--- config.mk ---
export PLATFORM = sky130hd
export DESIGN_NAME = mult_nibble_seq
export DESIGN_NICKNAME = d
export VERILOG_FILES = /design/src/rtl/mult_nibble_seq.sv
export SDC_FILE = /design/constraint.sdc
export NUM_CORES = 1
export LEC_CHECK = 0
export CAP_MARGIN = 40
export CORE_MARGIN = 2
export CORE_UTILIZATION = 40
export CTS_CLUSTER_SIZE = 28
export DETAILED_ROUTE_END_ITERATION = 16
export DONT_BUFFER_PORTS = 1
export HOLD_SLACK_MARGIN = 0.15
export PLACE_DENSITY = 0.53
export SYNTH_ARGS = -nofsm -noshare
export SYNTH_HDL_FRONTEND = slang
export SYNTH_SLANG_ARGS = --single-unit
--- constraint.sdc ---
create_clock -name clk -period 5.1 [get_ports clk]
set_clock_uncertainty 0.2 [all_clocks]
set_input_delay 0.51 -clock clk [delete_from_list [all_inputs] [get_ports clk]]
set_output_delay 0.51 -clock clk [all_outputs]
set_load 0.01 [all_outputs]
--- src/rtl/mult_nibble_seq.sv ---
// Sequential W x W unsigned multiplier that drives one external 4x4 tile,
// one nibble pair per cycle. Optional: MNS_ZERO_SKIP_EN (zero operand -> DONE).
module mult_nibble_seq #(
   parameter int unsigned W = 8
) (
   input  logic           clk,
   input  logic           rst_n,
   input  logic           in_valid,
   output logic           in_ready,
   input  logic [W-1:0]   in_a,
   input  logic [W-1:0]   in_b,
   output logic [3:0]     mul_a,
   output logic [3:0]     mul_b,
   input  logic [7:0]     mul_p,
   output logic           out_valid,
   input  logic           out_ready,
   output logic [2*W-1:0] out_p,
   output logic           busy
);

   localparam int unsigned NN = W / 4;
   localparam int unsigned NP = NN * NN;
   localparam int unsigned IW = (NN > 1) ? $clog2(NN) : 1;
   localparam int unsigned PW = 2 * W;
   localparam logic [IW-1:0] ILast = IW'(NN - 1);

   if ((W % 4) != 0 || W < 4 || W > 16) begin : g_bad_w
      $error("mult_nibble_seq: W must be a multiple of 4 in 4..16");
   end

   typedef enum logic [1:0] {StIdle, StBusy, StDone} state_e;

   state_e          state_q;
   logic [W-1:0]    a_q, b_q;
   logic [PW-1:0]   acc_q;
   logic [IW-1:0]   i_q, j_q;
   logic            in_ready_q, out_valid_q, busy_q;
   logic [PW-1:0]   out_p_q;

   logic [IW:0]     ij;
   logic [PW-1:0]   pp;
   logic [PW-1:0]   acc_nxt;
   logic            last_pass;
   logic            zero_op;

   // Tile operands come straight from the nibble indices; parked at zero
   // outside BUSY so the tile output is never consumed there.
   always_comb begin
      mul_a = 4'h0;
      mul_b = 4'h0;
      if (state_q == StBusy) begin
         mul_a = a_q[{i_q, 2'b00} +: 4];
         mul_b = b_q[{j_q, 2'b00} +: 4];
      end
   end

   always_comb begin
      ij        = {1'b0, i_q} + {1'b0, j_q};
      pp        = PW'(mul_p) << {ij, 2'b00};
      acc_nxt   = acc_q + pp;
      last_pass = (i_q == ILast) && (j_q == ILast);
   end

`ifdef MNS_ZERO_SKIP_EN
   assign zero_op = (in_a == '0) || (in_b == '0);
`else
   assign zero_op = 1'b0;
`endif

   always_ff @(posedge clk or negedge rst_n) begin
      if (!rst_n) begin
         state_q     <= StIdle;
         a_q         <= '0;
         b_q         <= '0;
         acc_q       <= '0;
         i_q         <= '0;
         j_q         <= '0;
         in_ready_q  <= 1'b1;
         out_valid_q <= 1'b0;
         busy_q      <= 1'b0;
         out_p_q     <= '0;
      end else begin
         unique case (state_q)
            StIdle: begin
               if (in_valid) begin
                  a_q        <= in_a;
                  b_q        <= in_b;
                  acc_q      <= '0;
                  i_q        <= '0;
                  j_q        <= '0;
                  in_ready_q <= 1'b0;
                  busy_q     <= 1'b1;
                  if (zero_op) begin
                     state_q     <= StDone;
                     out_p_q     <= '0;
                     out_valid_q <= 1'b1;
                  end else begin
                     state_q <= StBusy;
                  end
               end
            end
            StBusy: begin
               acc_q <= acc_nxt;
               if (last_pass) begin
                  i_q         <= '0;
                  j_q         <= '0;
                  state_q     <= StDone;
                  out_p_q     <= acc_nxt;
                  out_valid_q <= 1'b1;
               end else if (j_q == ILast) begin
                  j_q <= '0;
                  i_q <= i_q + 1'b1;
               end else begin
                  j_q <= j_q + 1'b1;
               end
            end
            StDone: begin
               if (out_ready) begin
                  state_q     <= StIdle;
                  out_valid_q <= 1'b0;
                  in_ready_q  <= 1'b1;
                  busy_q      <= 1'b0;
               end
            end
            default: begin
               state_q <= StIdle;
            end
         endcase
      end
   end

   assign in_ready  = in_ready_q;
   assign out_valid = out_valid_q;
   assign busy      = busy_q;
   assign out_p     = out_p_q;

   // Registered flags must always agree with the state they summarise.
   a_flags: assert property (@(posedge clk) disable iff (!rst_n)
      (in_ready == (state_q == StIdle)) && (busy == (state_q != StIdle)) &&
      (out_valid == (state_q == StDone)));

   a_done_hold: assert property (@(posedge clk) disable iff (!rst_n)
      (state_q == StDone && !out_ready) |=> (out_valid && $stable(out_p)));

   a_tile_parked: assert property (@(posedge clk) disable iff (!rst_n)
      (state_q != StBusy) |-> (mul_a == 4'h0 && mul_b == 4'h0));

   a_np_passes: assert property (@(posedge clk) disable iff (!rst_n)
      (state_q == StBusy && last_pass) |=> (state_q == StDone));

   // Keeps NP referenced as the documented pass count.
   a_np_range: assert property (@(posedge clk) (NP >= 1 && NP <= 16));

endmodule

==> flow_metrics.tcl <==
set metrics [dict create \
    grt_overflow 0 \
    tritoncts "done" \
    nets 367 \
    synth_top_area_frac 0.438 \
    tritoncts.num_buffers 5 \
    dp.cells 397 \
    ys_seq_area_frac 0.447 \
    holdCritPathClass "in2reg" \
    final-setup-viol-count 0 \
    power_frac_seq 0.340 \
    port_buffers 0 \
    fmax_mhz 285 \
    yosysWarnings 0 \
    synth_ff_type "dfrtp_1" \
    whs_endpoint "in_ready" \
    p_comb_frac 0.530 \
    fill_cells 752 \
    rsz0062_at_grt "false" \
    syn_area_per_cell_um2 10.1 \
    synth.area.top_cells "dfrtp_1 (44%), ha_1 (6.9%), mux2_2 (6.6%)" \
    power_switching_mw 1.05 \
    max_slew.worst_pin.slew_ns 0.766 \
    status "complete, no violations" \
    hold_start "out_ready" \
    grt_max_degree 56 \
    cts_resized 0 \
    grt.met2_usage 0.276 \
    ys_ff_latch 55 \
    clock-root-buffer "clkbuf_8" \
    core_area_um2 7610 \
    wl_per_cell_um 15.9 \
    hpwl_um 4930 \
    synth.net_count 350 \
    routed_wl_um 6760 \
    ios 55 \
    finalHoldViolCount 0 \
    final_common_cell "dfrtp_1" \
    insertedDiodeCount 0 \
    yosys.area.top_type "dfrtp_1" \
    place_congestion 0.826 \
    h-tree-depth 2 \
    insertion_delay_ns 0.32 \
    cp_max_fo 9 \
    rr_startpoint "j_q" \
    cp.required_ns 5.09 \
    setup_tns_ns 0 \
    syn-instance-count 304 \
    clock_path_buffers 2 \
    grt_pass1_wl_um 11600 \
    crit_arrival_ns 3.49 \
    leakagePower_nw 1.58 \
    power_density_nw_per_um2 676 \
    ir_worst_vdd_uv 278 \
    antenna_found_initial 0 \
    sw_frac_of_total 0.441 \
    ys_async_sr_fraction 1.00 \
    firstDrtPassIters 4 \
    reg2regPathDepth 11 \
    layout_min_cycle_time_ns 3.50 \
    grt_util_met1 0.226 \
    grt_pass1_vias 2385 \
    ant_nets 0 \
    clock-sinks 55 \
    post_cts.repair.setup_buffers 0 \
    reg2reg_to "out_p[14]" \
    setup.worst_path.end_class "flop" \
    drv_cap 0 \
    whs_path_depth 2 \
    die-area_um2 8420 \
    initialDrtViolationCount 125 \
    slew_headroom 0.489 \
    vias 2241 \
    fin_crit_sh 0.687 \
    grt_use_met3 0.0485 \
    grt_usage 0.171 \
    vias_per_cell 5.29 \
    finalNonFillerCells 424 \
    placementRows 32 \
    path_class "reg2reg" \
    start_util 0.405 \
    clk_pin_slew_ns 0.11 \
    syn_to_final_growth_pct 14.2 \
    mostFrequentLayoutCells "dfrtp_1 (54), nand2_1 (37), o21ai_0 (32)" \
    cp-start-kind "flop" \
    p_clk_frac 0.130 \
    gr-max-usage-layer "met2" \
    worst-r2r-setup-slack_ns 1.60 \
    synth_area_um2 3080 \
    remaining_drc_errors 0 \
    drive_above_1_share 0.130 \
    die_w_um 91.8 \
    synth_enable_flop_cells 0 \
    p_int_mw 1.33 \
    hold_ws_ns 0.149 \
    slew_violations 0 \
    synth_cell_type_count 47 \
    die_h_um 91.8 \
]
-- routing by layer --
| metal | routed length, µm | part of all wire | vias up |
|---|---|---|---|
| met5 | 0 | 0 | - |
| met4 | 94 | 0.014 | 0 |
| met3 | 378 | 0.056 | 9 |
| met2 | 3100 | 0.46 | 58 |
| met1 | 3190 | 0.47 | 1067 |
| li1 | - | - | 1107 |
-- power groups by stage --
stage | combinational (mW) | clock (mW) | sequential [mW]
floorplan | 1.03 | 0 | 0.764
global placement | 1.22 | 0 | 0.819
detailed placement | 1.25 | 0 | 0.823
CTS | 1.28 | 0.311 | 0.815
global route | 1.43 | 0.329 | 0.840
finish | 1.26 | 0.309 | 0.809
-- Yosys cell counts, drive strengths merged (5+ instances only) --
cell type  number
a22o            6
mux2i          12
clkbuf          7
a21oi          18
buf             5
nand2          37
mux2           18
nor2b           8
dfrtp          54
inv             7
ha             17
nor2           19
xor2            7
xnor2           7
o21ai          38
-- worst max path at each step --
stage                     startpoint  depth (start not counted)         to  slack, ns
final                            j_q                         11  out_p[14]       1.60
after global placement           i_q                         11  out_p[14]       1.71
after CTS                        j_q                         11  out_p[14]       1.59
after detailed placement         j_q                         11  out_p[14]       1.64
after floorplan                  i_q                         12  acc_q[14]       2.15
after global routing             j_q                         11  out_p[14]       1.29
-- registers in the layout, summed over array words and instances, names as in the netlist --
signal     cells
state_q        2
in_ready       1
a_q            8
b_q            8
busy           1
i_q            1
out_valid      1
j_q            1
acc_q         16
out_p         16
-- cell type report --
class	instances	area (µm²)	area share
clock buffers	5	68.8	0.0196
clock inverters	3	46.3	0.0132
inverters	7	26.3	0.00747
multi-input cells	230	1630	0.462
flip-flops and latches	55	1380	0.392
well taps	102	128	0.0363
repair buffers	22	245	0.0697
-- critical path: stages (launching register included) --
cell and delay, ns:
dfrtp_1 0.52, ha_1 0.54, nor2_1 0.13, and2_1 0.18, ha_1 0.22, fa_1 0.41
a21oi_1 0.24, o211ai_1 0.21, a41o_1 0.27, a21oi_1 0.15, xor2_1 0.20, o21ai_0 0.09
-- stage by stage --
step | worst slack, ns | utilization | power, mW | cell area, µm²
global placement | 1.71 | 0.416 | 2.04 | 3170
CTS | 1.59 | 0.463 | 2.40 | 3520
finish | 1.60 | 0.463 | 2.38 | 3520
detailed placement | 1.64 | 0.420 | 2.08 | 3200
floorplan | 2.15 | - | 1.79 | 3080
global route | 1.29 | 0.463 | 2.60 | 3520
-- what timing repair did --
action / CTS / global route
endpoints found under the hold margin: 72 / 0
hold buffers: 19 / 0
setup endpoints to repair: 0 / 0
-- cell families (layout without fill, tap and decap cells) --
| kind of cell | after synthesis | after routing | share of synthesized area |
|---|---|---|---|
| buffers and inverters | 19 | 37 | 0.0252 |
| AND/OR/NAND/NOR | 80 | 80 | 0.118 |
| multiplexers | 30 | 30 | 0.105 |
| flip-flops | 55 | 55 | 0.447 |
| XOR/XNOR | 14 | 14 | 0.0398 |
| AO/OA/AOI/OAI | 88 | 88 | 0.190 |
| adder cells (fa/ha/maj) | 18 | 18 | 0.0755 |
(Power assumes the default switching activity.)
